**src/rtl/pipe_ctrl_pkg.sv**
```systemverilog
`default_nettype none
// ============================================================================
// Module      : pipe_ctrl_pkg
// Description : Shared types for the pipeline sequencing controller.
// Revision    : 1.0 - initial release
// ============================================================================
package pipe_ctrl_pkg;

    typedef enum logic [1:0] {
        ST_RUN    = 2'd0,
        ST_DRAIN  = 2'd1,
        ST_HALTED = 2'd2,
        ST_ERROR  = 2'd3
    } state_t;

    // Destination index width is a module parameter, so it lives beside the struct.
    localparam int c_SLOT_FLAGS_W = 5;

    typedef struct packed {
        logic valid;
        logic wr;
        logic ld;
        logic halt;
        logic err;
    } slot_flags_t;

endpackage
`default_nettype wire

```
**src/rtl/pipe_hazard_ctrl_hazard_detect.sv**
```systemverilog
`default_nettype none
// ============================================================================
// Module      : hazard_detect
// Description : Combinational RAW / load-use hazard comparator for ID.
// Revision    : 1.0 - initial release
// ============================================================================
module hazard_detect #(
    parameter int FORWARDING = 1,
    parameter int REG_W      = 3
) (
    input  logic             i_id_valid,
    input  logic [REG_W-1:0] i_id_rs,
    input  logic [REG_W-1:0] i_id_rt,
    input  logic             i_id_uses_rs,
    input  logic             i_id_uses_rt,
    input  logic             i_ex_valid,
    input  logic             i_ex_wr,
    input  logic             i_ex_ld,
    input  logic [REG_W-1:0] i_ex_dest,
    input  logic             i_mem_valid,
    input  logic             i_mem_wr,
    input  logic [REG_W-1:0] i_mem_dest,
    output logic             o_hz
);

    logic w_ex_match;
    logic w_mem_match;

    assign w_ex_match  = (i_id_uses_rs & (i_id_rs == i_ex_dest)) |
                         (i_id_uses_rt & (i_id_rt == i_ex_dest));
    assign w_mem_match = (i_id_uses_rs & (i_id_rs == i_mem_dest)) |
                         (i_id_uses_rt & (i_id_rt == i_mem_dest));

    generate
        if (FORWARDING != 0) begin : g_fwd
            // Bypass paths cover everything except data still in flight from a load.
            logic w_unused;
            assign w_unused = &{1'b0, i_mem_valid, i_mem_wr, w_mem_match};
            assign o_hz = i_id_valid & i_ex_valid & i_ex_ld & i_ex_wr & w_ex_match;
        end else begin : g_nofwd
            logic w_unused;
            assign w_unused = &{1'b0, i_ex_ld};
            assign o_hz = i_id_valid & ((i_ex_valid  & i_ex_wr  & w_ex_match) |
                                        (i_mem_valid & i_mem_wr & w_mem_match));
        end
    endgenerate

endmodule
`default_nettype wire

```
**src/rtl/pipe_hazard_ctrl.sv**
```systemverilog
`default_nettype none
// ============================================================================
// Module      : pipe_hazard_ctrl
// Description : Shadow pipe, hazard stalls, redirect squash and halt drain FSM.
// Revision    : 1.0 - initial release
// ============================================================================
module pipe_hazard_ctrl
    import pipe_ctrl_pkg::*;
#(
    parameter int FORWARDING = 1,
    parameter int REG_W      = 3
) (
    input  logic             clk,
    input  logic             rst_n,
    input  logic             id_valid,
    input  logic [REG_W-1:0] id_rs,
    input  logic [REG_W-1:0] id_rt,
    input  logic             id_uses_rs,
    input  logic             id_uses_rt,
    input  logic             id_reg_write,
    input  logic [REG_W-1:0] id_dest,
    input  logic             id_mem_read,
    input  logic             id_halt,
    input  logic             id_err,
    input  logic             ex_redirect,
    input  logic             mem_busy,
    output logic             pc_en,
    output logic             if_id_en,
    output logic             if_id_flush,
    output logic             id_ex_en,
    output logic             id_ex_bubble,
    output logic             ex_mem_en,
    output logic             mem_wb_en,
    output logic             halt_out,
    output logic             err_out
);

    state_t           r_state;
    slot_flags_t      r_ex, r_mem, r_wb;
    logic [REG_W-1:0] r_ex_dest, r_mem_dest, r_wb_dest;
    logic             r_halt, r_err;

    logic w_hz, w_advance, w_shift;
    logic w_pc_en, w_if_id_en, w_if_id_flush, w_id_ex_en, w_id_ex_bubble;
    logic w_ex_mem_en, w_mem_wb_en;
    logic w_unused;

    hazard_detect #(
        .FORWARDING (FORWARDING),
        .REG_W      (REG_W)
    ) u_hazard_detect (
        .i_id_valid   (id_valid),
        .i_id_rs      (id_rs),
        .i_id_rt      (id_rt),
        .i_id_uses_rs (id_uses_rs),
        .i_id_uses_rt (id_uses_rt),
        .i_ex_valid   (r_ex.valid),
        .i_ex_wr      (r_ex.wr),
        .i_ex_ld      (r_ex.ld),
        .i_ex_dest    (r_ex_dest),
        .i_mem_valid  (r_mem.valid),
        .i_mem_wr     (r_mem.wr),
        .i_mem_dest   (r_mem_dest),
        .o_hz         (w_hz)
    );

    // WB only matters for retirement; its register fields are carried for observability.
    assign w_unused = &{1'b0, r_wb_dest, r_wb.wr, r_wb.ld};

    always_comb begin
        w_pc_en        = 1'b0;
        w_if_id_en     = 1'b0;
        w_if_id_flush  = 1'b0;
        w_id_ex_en     = 1'b0;
        w_id_ex_bubble = 1'b0;
        w_ex_mem_en    = 1'b0;
        w_mem_wb_en    = 1'b0;
        if (rst_n && !mem_busy) begin
            case (r_state)
                ST_RUN: begin
                    w_id_ex_en  = 1'b1;
                    w_ex_mem_en = 1'b1;
                    w_mem_wb_en = 1'b1;
                    if (ex_redirect) begin
                        w_pc_en        = 1'b1;
                        w_if_id_en     = 1'b1;
                        w_if_id_flush  = 1'b1;
                        w_id_ex_bubble = 1'b1;
                    end else if (w_hz) begin
                        w_id_ex_bubble = 1'b1;
                    end else begin
                        w_pc_en    = 1'b1;
                        w_if_id_en = 1'b1;
                    end
                end
                ST_DRAIN: begin
                    w_if_id_en     = 1'b1;
                    w_if_id_flush  = 1'b1;
                    w_id_ex_en     = 1'b1;
                    w_id_ex_bubble = 1'b1;
                    w_ex_mem_en    = 1'b1;
                    w_mem_wb_en    = 1'b1;
                end
                default: ;
            endcase
        end
    end

    assign w_advance = (r_state == ST_RUN) & ~mem_busy & ~ex_redirect & ~w_hz;
    assign w_shift   = ~mem_busy & ((r_state == ST_RUN) | (r_state == ST_DRAIN));

    always_ff @(posedge clk or negedge rst_n) begin
        if (!rst_n) begin
            r_state    <= ST_RUN;
            r_ex       <= '0;
            r_mem      <= '0;
            r_wb       <= '0;
            r_ex_dest  <= '0;
            r_mem_dest <= '0;
            r_wb_dest  <= '0;
            r_halt     <= 1'b0;
            r_err      <= 1'b0;
        end else begin
            if (w_shift) begin
                if (w_id_ex_bubble) begin
                    r_ex      <= '0;
                    r_ex_dest <= '0;
                end else begin
                    r_ex      <= '{valid: id_valid, wr: id_reg_write, ld: id_mem_read,
                                   halt: id_halt, err: id_err};
                    r_ex_dest <= id_dest;
                end
                r_mem      <= r_ex;
                r_mem_dest <= r_ex_dest;
                r_wb       <= r_mem;
                r_wb_dest  <= r_mem_dest;
            end
            case (r_state)
                ST_RUN: begin
                    if (w_advance && id_valid && (id_halt || id_err))
                        r_state <= ST_DRAIN;
                end
                ST_DRAIN: begin
                    if (!mem_busy && r_wb.valid) begin
                        if (r_wb.err) begin
                            r_state <= ST_ERROR;
                            r_err   <= 1'b1;
                            r_halt  <= 1'b1;
                        end else if (r_wb.halt) begin
                            r_state <= ST_HALTED;
                            r_halt  <= 1'b1;
                        end
                    end
                end
                default: ;
            endcase
        end
    end

    assign pc_en        = w_pc_en;
    assign if_id_en     = w_if_id_en;
    assign if_id_flush  = w_if_id_flush;
    assign id_ex_en     = w_id_ex_en;
    assign id_ex_bubble = w_id_ex_bubble;
    assign ex_mem_en    = w_ex_mem_en;
    assign mem_wb_en    = w_mem_wb_en;
    assign halt_out     = r_halt;
    assign err_out      = r_err;

endmodule
`default_nettype wire
```
**config.mk**
```make
export PLATFORM = sky130hd
export DESIGN_NAME = pipe_hazard_ctrl
export DESIGN_NICKNAME = d
export VERILOG_FILES = /design/src/rtl/pipe_ctrl_pkg.sv /design/src/rtl/pipe_hazard_ctrl_hazard_detect.sv /design/src/rtl/pipe_hazard_ctrl.sv
export SDC_FILE = /design/constraint.sdc
export NUM_CORES = 1
export LEC_CHECK = 0
export ABC_AREA = 1
export BUFFER_PORTS_ARGS = -buffer_cell sky130_fd_sc_hd__buf_2
export CELL_PAD_IN_SITES_DETAIL_PLACEMENT = 1
export CELL_PAD_IN_SITES_GLOBAL_PLACEMENT = 2
export CORE_MARGIN = 8
export CORE_UTILIZATION = 24
export CTS_BUF_LIST = sky130_fd_sc_hd__clkbuf_16
export DETAILED_ROUTE_END_ITERATION = 8
export HOLD_SLACK_MARGIN = 0.15
export MAX_ROUTING_LAYER = met4
export PLACE_DENSITY = 0.81
export SYNTH_ARGS = -nofsm -noshare
export SYNTH_HDL_FRONTEND = slang
export SYNTH_SLANG_ARGS = --single-unit
```
**constraint.sdc**
```tcl
create_clock -name clk -period 1.2 [get_ports clk]
set_input_delay 0.06 -clock clk [delete_from_list [all_inputs] [get_ports clk]]
set_output_delay 0.06 -clock clk [all_outputs]
set_load 0.05 [all_outputs]
```
Word-level counts from Yosys, hierarchy flattened:

Index checks and enable logic that the tools add are counted.

* word-level logic and storage cells: 73
* output and inout port bits: 9
* flip-flop bits (word level): 18

* eq/ne operators: 6
* mux-type cells: 24
* reduce and logical (&&, ||, !) cells: 13
* bitwise gates (word level): 15

Operators by type and width (count)
* 1-bit two-way mux: 14
* 1-bit bitwise AND: 10
* 2-bit two-way mux: 4
* 3-bit == test: 2
* 1-bit one-hot mux with 2 select lines: 3
* 3-bit AND reduction: 2
* 5-bit two-way mux: 1
* 1-bit logical AND: 4
* 2-bit by 1-bit inequality test with 1-bit output (second input constant): 2
* 2-bit one-hot mux with 2 select lines: 1
* 4-bit AND reduction: 1
* 2-bit nonzero test: 2
* 3-bit two-way mux: 1
* 3-bit inequality test (second input constant): 1
* 1-bit inverter: 3
* 2-bit by 1-bit == test with 1-bit output (second input constant): 1
* 2-bit zero test: 1
* 1-bit OR: 2
* 2-bit OR reduction: 1
* 1-bit zero test: 1
* 1-bit logical OR: 1

Longest topological paths before layout:

Gate-level depths: netlist of run 1.

* depth after elaboration: 10
* depth in mapped cells: 11
* depth with buffers taken out: 11

By module:

From an unflattened synthesis of run 1, not the netlist that was laid out.

* cells, all modules: 146
* area total of the unflattened synthesis: 1079.8 µm²

Modules (own cells, without submodules)
* pipe_hazard_ctrl: instances 1, sequential area each 550.5 µm², cells an instance 111, area an instance 940.9 µm²
* hazard_detect: instances 1, sequential area each 0.0 µm², cells an instance 35, area an instance 138.9 µm²

Least setup slack after synthesis of run 1:

Ideal clock, no wire load.

* kind: flip-flop to output port
* from: register r_state[1]
* to: output port pc_en
* data required time: 1.140 ns
* slack: -0.469 ns
* arrival: 1.609 ns
* stages on the path, launching flop included: 6
* buffers on the path: 0
* cells stage by stage: dfrtp_1 -> nor2_4 -> nand2_1 -> inv_1 -> o211ai_1 -> inv_1

* cells in the longest elaborated chain, start to end: 3

RTL lines
* start, declared: RTL line pipe_hazard_ctrl.sv:38 `state_t r_state;`
* start signal, assigned: RTL line pipe_hazard_ctrl.sv:114 `r_state <= ST_RUN;`
* start signal, assigned: RTL line pipe_hazard_ctrl.sv:141 `r_state <= ST_DRAIN;`
* start signal, assigned: RTL line pipe_hazard_ctrl.sv:146 `r_state <= ST_ERROR;`
* 2-bit zero test: RTL line pipe_hazard_ctrl.sv:79 `case (r_state)`
* 1-bit two-way mux: RTL line pipe_hazard_ctrl.sv:79
* 1-bit two-way mux: RTL line pipe_hazard_ctrl.sv:78 `if (rst_n && !mem_busy) begin`
* end, declared: RTL line pipe_hazard_ctrl.sv:27 `output logic pc_en,`

Every way passes these cells.

Worst setup path in the final report of run 1:

* from: register r_ex_dest[0]
* to: output port pc_en

* cells in the longest elaborated chain, start to end: 8

RTL lines
* start, declared: RTL line pipe_hazard_ctrl.sv:40 `logic [REG_W-1:0] r_ex_dest, r_mem_dest, r_wb_dest;`
* start signal, assigned: RTL line pipe_hazard_ctrl.sv:131 `r_ex_dest <= id_dest;`
* 3-bit == test (on tied branches): RTL line pipe_hazard_ctrl_hazard_detect.sv:29, pipe_hazard_ctrl_hazard_detect.sv:30
* 1-bit bitwise AND (on tied branches): RTL line pipe_hazard_ctrl_hazard_detect.sv:29, pipe_hazard_ctrl_hazard_detect.sv:30
* 1-bit OR *: RTL line pipe_hazard_ctrl_hazard_detect.sv:29 `assign w_ex_match = (i_id_uses_rs & (i_id_rs == i_ex_dest)) |`
* 1-bit bitwise AND *: RTL line pipe_hazard_ctrl_hazard_detect.sv:39 `assign o_hz = i_id_valid & i_ex_valid & i_ex_ld & i_ex_wr & w_ex_match;`
* 1-bit two-way mux *: RTL line pipe_hazard_ctrl.sv:89 `end else if (w_hz) begin`
* 1-bit two-way mux *: RTL line pipe_hazard_ctrl.sv:84 `if (ex_redirect) begin`
* 1-bit two-way mux *: RTL line pipe_hazard_ctrl.sv:79
* 1-bit two-way mux *: RTL line pipe_hazard_ctrl.sv:78

Mark *: on every way between the ends. The rest lies on a longest branch, timed or not.

==> results.yml, run 1 <==
status:
  status: "finished with violations"
  violations: "negative setup slack"
clock_tree:
  clk_pin_slew_ns: 0.05
  clock_latency_ns: 0.25
  cts-root-buf: "clkbuf_16"
  cts_tree: "built"
  h-tree-depth: 1
  cts.sinks: 18
  cts_buffer_depth: 2
  numCtsBuffers: 3
synthesis:
  yosys_warnings: 0
  synth_flop_cell: "dfrtp_1"
  synth_top_area_share_pct: 47.1
  netlist_area_um2: 957
  synth_nets: 153
  yosys-top-cells-area: "dfrtp_1 (47%), nand2_1 (23%), inv_1 (4.7%)"
  synthDistinctLibCells: 20
  syn_inst: 133
  yosys_register_bits: 18
  async_reset_ff_share_pct: 100
  synth-edff-count: 0
  synth.avg_cell_area_um2: 7.20
  synth_largest_area_cell: "dfrtp_1"
  ys_seq_area_share_pct: 47.1
worst_setup_path:
  crit_chain: "nand2_1 > nand2_1 > nor2_1 > nand2_1 > nand2_2 > nand2_2 > o211ai_1 > inv_2 > buf_8"
  cp.buffers_inverters: 2
  path_delay_family: "simple AND/OR/NAND/NOR gates"
  worst-path-max-fanout: 5
  cpMaxStageDelayCell: "dfrtp_2"
  path_class: "flip-flop to output pin"
  cp_data_required_time_ns: 1.14
  crit_path_start_kind: "flip-flop"
  cp-end-kind: "output pin"
  arrival_ns: 1.55
  cpPeakStageDelay_ns: 0.43
  crit_path_frequent_cell: "nand2_1"
routing:
  drt_iter0_markers: 42
  ant_nets: 0
  route.detailed.drc: 0
  wl_um: 3180
  vias: 1061
  wl_per_cell_um: 13.0
  firstDrtPassIters: 4
  drt-vias-per-instance: 4.33
global_routing:
  gr-total-overflow: 0
  grt_pass1_vias: 1171
  grt_start_max_net_pins: 19
  grt_pass1_wl_um: 5380
  grt_usage_pct: 11.1
  antenna_found_initial: 0
die:
  die_w_um: 79.2
  row_count: 23
  die_area_um2: 6260
  initial_utilization_pct: 24.5
  fp.coreArea_um2: 3910
  ios: 29
  die_h_um: 79.2
pwr:
  peakVddDrop_uv: 370
  finalPower_mw: 1.50
  p_leak_nw: 0.918
  p_per_area_nw_per_um2: 871
timing:
  hold_violations: 0
  slew_viol_final: 0
  fin_setup_tns_ns: -2.94
  finalCritPeriodShare_pct: 134
  setup_slack_ns: -0.406
  tightest_slew_ns: 0.249
  min_period_ns: 1.61
  finClkSkew_ns: 0.00329
  holdWs_ns: 0.349
  max_slew_margin_pct: 83.4
  rsz0062_at_grt: "true"
  setup_viol_count_final: 16
  fmax_mhz: 623
flow_run:
  maxCapViolCount: 0
final_layout:
  fillCellCount: 496
  areaGrowthSynthToFinish_pct: 79.9
  fin_util_pct: 44.0
  nets: 216
  antenna-diode-count: 0
  fin_area_um2: 1720
  drive_gt1_share_pct: 49.7
placed_design:
  dpl.hpwl_um: 2290
  dpl_cell_area_um2: 1280
  port-buffer-count: 28
  gp_congestion: 0.764
min_path:
  hp-class: "input port to flip-flop"
[path summary, 6_finish.rpt]
path	from	cells after the start	slack [ns]	to
setup reg to reg	r_ex_dest[0]$_DFFE_PN0P_	11	-0.21	r_ex[2]$_DFFE_PN0P_
min in group asynchronous	rst_n	3	0.36	r_state[0]$_DFFE_PN0P_
max in group asynchronous	rst_n	3	0.62	r_ex_dest[0]$_DFFE_PN0P_
hold reg to reg	halt_out$_DFFE_PN0P_	2	0.46	halt_out$_DFFE_PN0P_
hold / removal	ex_redirect	7	0.35	r_ex_dest[2]$_DFFE_PN0P_
setup / recovery	r_ex_dest[0]$_DFFE_PN0P_	9	-0.41	pc_en
[report_power, final]
group          total (mW)  switching [mW]  internal (mW)
clock               0.673           0.230          0.443
sequential          0.636          0.0124          0.624
combinational       0.191          0.0917         0.0992
[worst min-delay path, cell delays in order]
cell     delay, ns
buf_2         0.10
nor2_2        0.05
nand2_2       0.08
nand2_4       0.08
inv_8         0.06
buf_6         0.10
nor2_2        0.03
[layout make-up]
cell class / instances / area, µm² / area share, %
Clock buffer: 3 / 75.1 / 4.36
Sequential cell: 18 / 452 / 26.2
Multi-Input combinational cell: 96 / 551 / 32.0
Timing Repair Buffer: 61 / 499 / 29.0
Timing Repair inverter: 1 / 7.51 / 0.436
Tap cell: 50 / 62.6 / 3.63
Clock inverter: 1 / 3.75 / 0.218
Inverter: 15 / 71.3 / 4.14
[flip-flops by register name (all words and copies together), names as in the netlist]
register and flops:
r_wb 3, halt_out 1, r_ex_dest 3, r_ex 5, r_state 2, err_out 1, r_mem 3
[cell usage after synthesis (2+ instances only)]
cell,n
nor2_1,12
inv_2,3
nor2_2,2
buf_4,3
inv_1,12
o21ai_0,4
nand2_1,59
nand3_1,7
dfrtp_1,18
nand2_2,3
[through the flow]
| stage | cells | setup WS (ns) |
|---|---|---|
| 5_1_grt | 245 | -0.530 |
| 2_1_floorplan | 133 | -0.144 |
| 3_5_place_dp | 223 | -0.238 |
| 4_1_cts | 245 | -0.430 |
| 6_report | 245 | -0.406 |
| 3_3_place_gp | 223 | -0.200 |
[cells by family after synthesis]
kind of cell    share of synthesized area (%)
buf+inv                                  8.76
compound gates                           5.88
flops                                    47.1
simple gates                             38.3
[per-layer routing]
layer	track usage, %	part of all wire [%]	routed length (µm)
met5	-	0	0
met4	4.63	0.66	21
met3	1.58	2.4	77
met2	20.1	56	1780
met1	11.8	41	1300
[cells in the final DEF (no fill, tap or decap)]
cell	Yosys	final
o21ai_1	0	1
o211ai_1	1	1
o211a_1	1	1
clkbuf_16	0	3
clkinv_1	0	1
clkinvlp_4	0	3
dfrtp_1	18	17
inv_1	12	9
buf_6	0	9
dfrtp_2	0	1
nand3_2	0	6
a31oi_4	0	1
nand2_4	1	4
nand2_1	59	47
o21ai_0	4	1
nor2_2	2	5
nor2_1	12	6
nor3_1	1	1
a21o_1	1	1
a21oi_1	1	1
o21ai_2	0	2
buf_2	1	21
inv_8	0	1
nor4_1	1	1
nor2_4	1	4
buf_8	0	5
nand2_2	3	12
dlygate4sd3_1	0	9
inv_2	3	3
buf_4	3	17
nand3_1	7	1
[timing repair]
item / 4_1_cts / 5_1_grt
endpoints found under the hold margin: 26 / 0
buffers inserted: 9 / 2
gates resized for setup: 45 / 18
gates cloned: 1 / 0
pin swaps: 9 / 11
endpoints found under the setup margin: 16 / 25
hold buffers: 9 / 0
Power figures use the tool's default switching activity.
==> inputs of run 2 (changes only) <==
Settings changed: CORE_ASPECT_RATIO set to 1.2.
==> run 2 against run 1 <==
  * The run still ends with negative setup slack left
  * Combinational power increased by 15%
  * Highest routed layer unchanged
  * Utilization increased by 2.4 points
  * Fmax down 2.5%
  * Critical path type unchanged
  * Sequential share of layout area decreased by 1.2 points
  * Clock power rose by 2%
  * Design area up 4.4%
  * Largest power group unchanged
  * Register-to-register slack got worse by 0.15 ns
==> results.yml, run 2 (synthesis results as in run 1) <==
status:
  status: "finished with violations"
  violations: "negative setup slack"
pwr:
  peakVddDrop_uv: 346
  finalPower_mw: 1.55
  p_leak_nw: 0.968
  p_per_area_nw_per_um2: 860
final_layout:
  final_common_cell: "nand2_1"
  areaGrowthSynthToFinish_pct: 87.8
  final_cell_mix: "nand2_1 (50), buf_2 (21), dfrtp_1 (18)"
  drive_gt1_share_pct: 47.5
  nets: 219
  largest_reg_flops: 5
  final_cell_count_no_fill: 252
  fillCellCount: 492
  antenna-diode-count: 0
  regMostFlops: "r_ex"
clock_tree:
  h-tree-depth: 1
  clk_pin_slew_ns: 0.06
  cts_tree: "built"
  cts_buffer_depth: 2
  cts.sinks: 18
  cts-root-buf: "clkbuf_16"
  clock_latency_ns: 0.25
  numCtsBuffers: 3
global_routing:
  grt_pass1_vias: 1225
  antenna_found_initial: 0
  grt_usage_pct: 12.3
  grt_start_max_net_pins: 19
  grt_pass1_wl_um: 5810
  gr-total-overflow: 0
timing:
  finClkSkew_ns: 0.00313
  fmax_mhz: 607
  rsz0062_at_grt: "true"
  slew_viol_final: 0
  finalCritPeriodShare_pct: 137
  fin_setup_tns_ns: -4.37
  max_slew_margin_pct: 80.5
  tightest_slew_ns: 0.292
  hold_violations: 0
  min_period_ns: 1.65
  holdWs_ns: 0.192
  setup_viol_count_final: 17
  setup_slack_ns: -0.447
routing:
  drt_iter0_markers: 25
  drt-vias-per-instance: 4.32
  ant_nets: 0
  wl_um: 3600
  route.detailed.drc: 0
  vias: 1088
  firstDrtPassIters: 3
  wl_per_cell_um: 14.3
placed_design:
  place_inst: 225
  pre_cts_ws_ns: -0.233
  gp_congestion: 0.773
  dpl.hpwl_um: 2340
  port-buffer-count: 28
die:
  die_area_um2: 6270
  row_count: 25
  die_h_um: 85.2
  ios: 29
  die_w_um: 73.7
  fp.coreArea_um2: 3880
  initial_utilization_pct: 24.7
min_path:
  hold_path_end: "r_ex_dest[1]$_DFFE_PN0P_"
  hp-start: "id_dest[1]"
  whs_path_depth: 3
  hp-class: "input port to flip-flop"
worst_setup_path:
  arrival_ns: 1.59
  worst-path-max-fanout: 5
  reg2reg_to: "r_ex_dest[2]$_DFFE_PN0P_"
  crit_path_start_kind: "flip-flop"
  path_class: "flip-flop to output pin"
  cp-end-kind: "output pin"
  rrSetupSlack_ns: -0.36
  cp_data_required_time_ns: 1.14
  timing.rr.start: "r_ex_dest[2]$_DFFE_PN0P_"
  r2r_cells: 13
flow_run:
  maxCapViolCount: 0
## run 2: cell type report
cell class	instances	area (µm²)	share of cell area, %
flip-flops and latches	18	450	25.1
clock buffers	3	75.1	4.18
inverters	15	67.6	3.76
multi-input cells	96	561	31.2
clock inverters	1	3.75	0.209
repair buffers	65	573	31.9
well taps	54	67.6	3.76
## run 2: what timing repair did
action / 4_1_cts / 5_1_grt
cloned: 0 / 0
hold buffers: 8 / 0
pin swaps: 11 / 13
hold endpoints to repair: 25 / 0
resized for setup: 43 / 21
setup endpoints to repair: 16 / 25
setup buffers: 16 / 4
## run 2: routing by layer
metal	GRT usage (%)	up-vias	wire length (µm)	part of all wire, %
met5	-	-	0	0
met4	6.56	0	101	2.8
met3	1.65	7	148	4.1
met2	22.8	23	2070	58
met1	11.8	524	1270	35
li1	-	534	-	-
## run 2: critical path: stages, from the launching register on
cell and delay (ns):
dfrtp_1 0.43, nand2_1 0.08, nand2_1 0.04, nor2_1 0.11
nand2_1 0.09, nand2_2 0.10, nand2_4 0.07, o211ai_1 0.21
inv_2 0.06, buf_8 0.15
## run 2: worst max path at each step
stage               cells after the start                      from  slack (ns)            to
floorplan                               5    r_state[1]$_DFFE_PN0P_       -0.14         pc_en
global placement                       10  r_ex_dest[0]$_DFFE_PN0P_       -0.19  id_ex_bubble
detailed placement                     10  r_ex_dest[0]$_DFFE_PN0P_       -0.23  id_ex_bubble
CTS                                     9  r_ex_dest[0]$_DFFE_PN0P_       -0.40         pc_en
global route                           10  r_ex_dest[1]$_DFFE_PN0P_       -0.60         pc_en
finish                                  9  r_ex_dest[0]$_DFFE_PN0P_       -0.45         pc_en
## run 2: power by group
part	total, mW	internal (mW)	switching [mW]
clock network	0.689	0.444	0.245
registers	0.638	0.623	0.0143
logic	0.220	0.116	0.104
total	1.55	1.18	0.363
## run 2: metrics by stage
stage / utilization, % / area, µm²
2_1_floorplan: - / 990
3_3_place_gp: 33.2 / 1290
3_5_place_dp: 33.2 / 1290
4_1_cts: 43.6 / 1690
5_1_grt: 46.4 / 1800
6_report: 46.4 / 1800
==> inputs of run 3 (changes only) <==
Settings changed: CORE_UTILIZATION 24 to 26, PLACE_DENSITY 0.81 to 0.83.
Clock period 1.2 ns to 1.8 ns, I/O delays scaled along.
==> run 3 against run 2 <==
  * The run now ends clean
  * Sequential cell count unchanged
  * Clock power down 36%
  * Sequential share of layout area up 9.6 points
  * Design area down 28%
  * Highest routed layer unchanged
  * Global-route usage down 2.0 points
  * Sequential power down 34%
  * Via count down 13%
==> results.yml, run 3 (synthesis results as in run 1) <==
die:
  row_count: 24
  fp.coreArea_um2: 3570
  initial_utilization_pct: 26.8
  die_h_um: 82.5
  ios: 29
  die_w_um: 71.4
  die_area_um2: 5890
worst_setup_path:
  arrival_ns: 1.54
  cp-end-kind: "output pin"
  worst-path-max-fanout: 3
  crit_path_start_kind: "flip-flop"
  path_class: "flip-flop to output pin"
  rrSetupSlack_ns: 0.47
  cp_data_required_time_ns: 1.71
global_routing:
  gr-total-overflow: 0
  grt_usage_pct: 10.3
  grt_pass1_wl_um: 4660
  antenna_found_initial: 0
  grt_start_max_net_pins: 19
  grt_pass1_vias: 1027
routing:
  drt-vias-per-instance: 4.52
  wl_um: 2770
  route.detailed.drc: 0
  vias: 944
  drt_iter0_markers: 50
  ant_nets: 0
  firstDrtPassIters: 4
  wl_per_cell_um: 13.3
final_layout:
  final_cell_count_no_fill: 209
  multi_input_area_um2: 425
  drive_gt1_share_pct: 25.9
  antenna-diode-count: 0
  nets: 191
  regArea_um2: 450
  fin_area_um2: 1300
  regMostFlops: "r_ex"
  final_cell_mix: "nand2_1 (59), buf_2 (26), dfrtp_1 (18)"
  final_common_cell: "nand2_1"
  areaGrowthSynthToFinish_pct: 35.8
  fillCellCount: 458
  largest_reg_flops: 5
placed_design:
  gp_congestion: 0.711
  dpl_cell_area_um2: 1130
  port-buffer-count: 28
  place_inst: 198
  dpl.hpwl_um: 2120
timing:
  finClkSkew_ns: 0.00234
  max_slew_margin_pct: 68.1
  fmax_mhz: 615
  finalCritPeriodShare_pct: 90.3
  tightest_slew_ns: 0.478
  slew_viol_final: 0
  min_period_ns: 1.63
  rsz0062_at_grt: "false"
  fin_setup_tns_ns: 0
  setup_viol_count_final: 0
  hold_violations: 0
clock_tree:
  h-tree-depth: 1
  cts.sinks: 18
  clock_latency_ns: 0.25
  cts-root-buf: "clkbuf_16"
  clk_pin_slew_ns: 0.05
  cts_tree: "built"
  post_cts_buffers: 0
  numCtsBuffers: 3
  cts_buffer_depth: 2
pwr:
  finalPower_mw: 0.961
  p_per_area_nw_per_um2: 739
  switchingPower_mw: 0.207
  peakVddDrop_uv: 244
  p_comb_share_pct: 9.6
  p_leak_nw: 0.765
  swShare_pct: 21.5
  seq_power_share_pct: 44.2
  p_int_mw: 0.754
  pwr-share-clk_pct: 46.3
flow_run:
  maxCapViolCount: 0
min_path:
  hp-class: "input port to flip-flop"
status:
  status: "finished clean"
run 3: cell count changes in the layout (fill, tap and decap cells not counted), sizes merged:
| cell | delta |
|---|---|
| buf | -27 |
| clkinvlp | -1 |
| dlygate4sd3 | -1 |
| inv | +1 |
run 3: worst max-delay path, stage by stage (launching register included):
cell      delay, ns
dfrtp_1        0.38
inv_2          0.07
nand2_1        0.07
nand2_1        0.06
nor2_2         0.10
nand2_1        0.06
nand2_2        0.07
nand2_2        0.06
o211ai_1       0.17
inv_1          0.06
buf_4          0.19
run 3: final cells by class:
cell class	count	area share, %
well taps	39	3.75
clock buffers	3	5.77
multi-input cells	96	32.7
inverters	15	4.52
repair buffers	37	18.3
flip-flops and latches	18	34.6
clock inverters	1	0.289
run 3: timing repair:
action | 4_1_cts | 5_1_grt
hold endpoints to repair | 24 | 0
hold buffers | 7 | 0
resized for setup | 0 | 8
setup endpoints to repair | 0 | 2
run 3: stage by stage:
stage	hold slack, ns	util [%]	worst slack (ns)
finish	0.156	36.4	0.174
global route	0.170	36.4	0.0221
CTS	0.158	35.9	0.0274
detailed placement	0.0907	31.7	0.309
global placement	0.0853	31.7	0.366
floorplan	-0.206	-	0.101
run 3: final timing paths:
check | start | endpoint | depth (start not counted)
setup reg to reg | r_state[1]$_DFFE_PN0P_ | r_ex_dest[2]$_DFFE_PN0P_ | 5
hold reg to reg | err_out$_DFFE_PN0P_ | err_out$_DFFE_PN0P_ | 1
min in group asynchronous | rst_n | err_out$_DFFE_PN0P_ | 3
max in group asynchronous | rst_n | r_state[1]$_DFFE_PN0P_ | 3
hold / removal | id_dest[1] | r_ex_dest[1]$_DFFE_PN0P_ | 3
setup / recovery | r_ex_dest[1]$_DFFE_PN0P_ | pc_en | 10
run 3: per-layer routing:
| metal | share of wire (%) | vias to the layer above | track usage (%) |
|---|---|---|---|
| met4 | 1.2 | 0 | 3.13 |
| met5 | 0 | - | - |
| met2 | 55 | 15 | 20.2 |
| met3 | 3.6 | 2 | 1.93 |
| li1 | - | 475 | - |
| met1 | 40 | 452 | 9.96 |
run 3: power groups by stage:
stage	clock (mW)	combinational, mW	sequential (mW)
after floorplan	0	0.0368	0.429
after global placement	0	0.0755	0.430
after detailed placement	0	0.0796	0.431
after CTS	0.457	0.0923	0.424
after global routing	0.475	0.104	0.425
final	0.444	0.0919	0.424
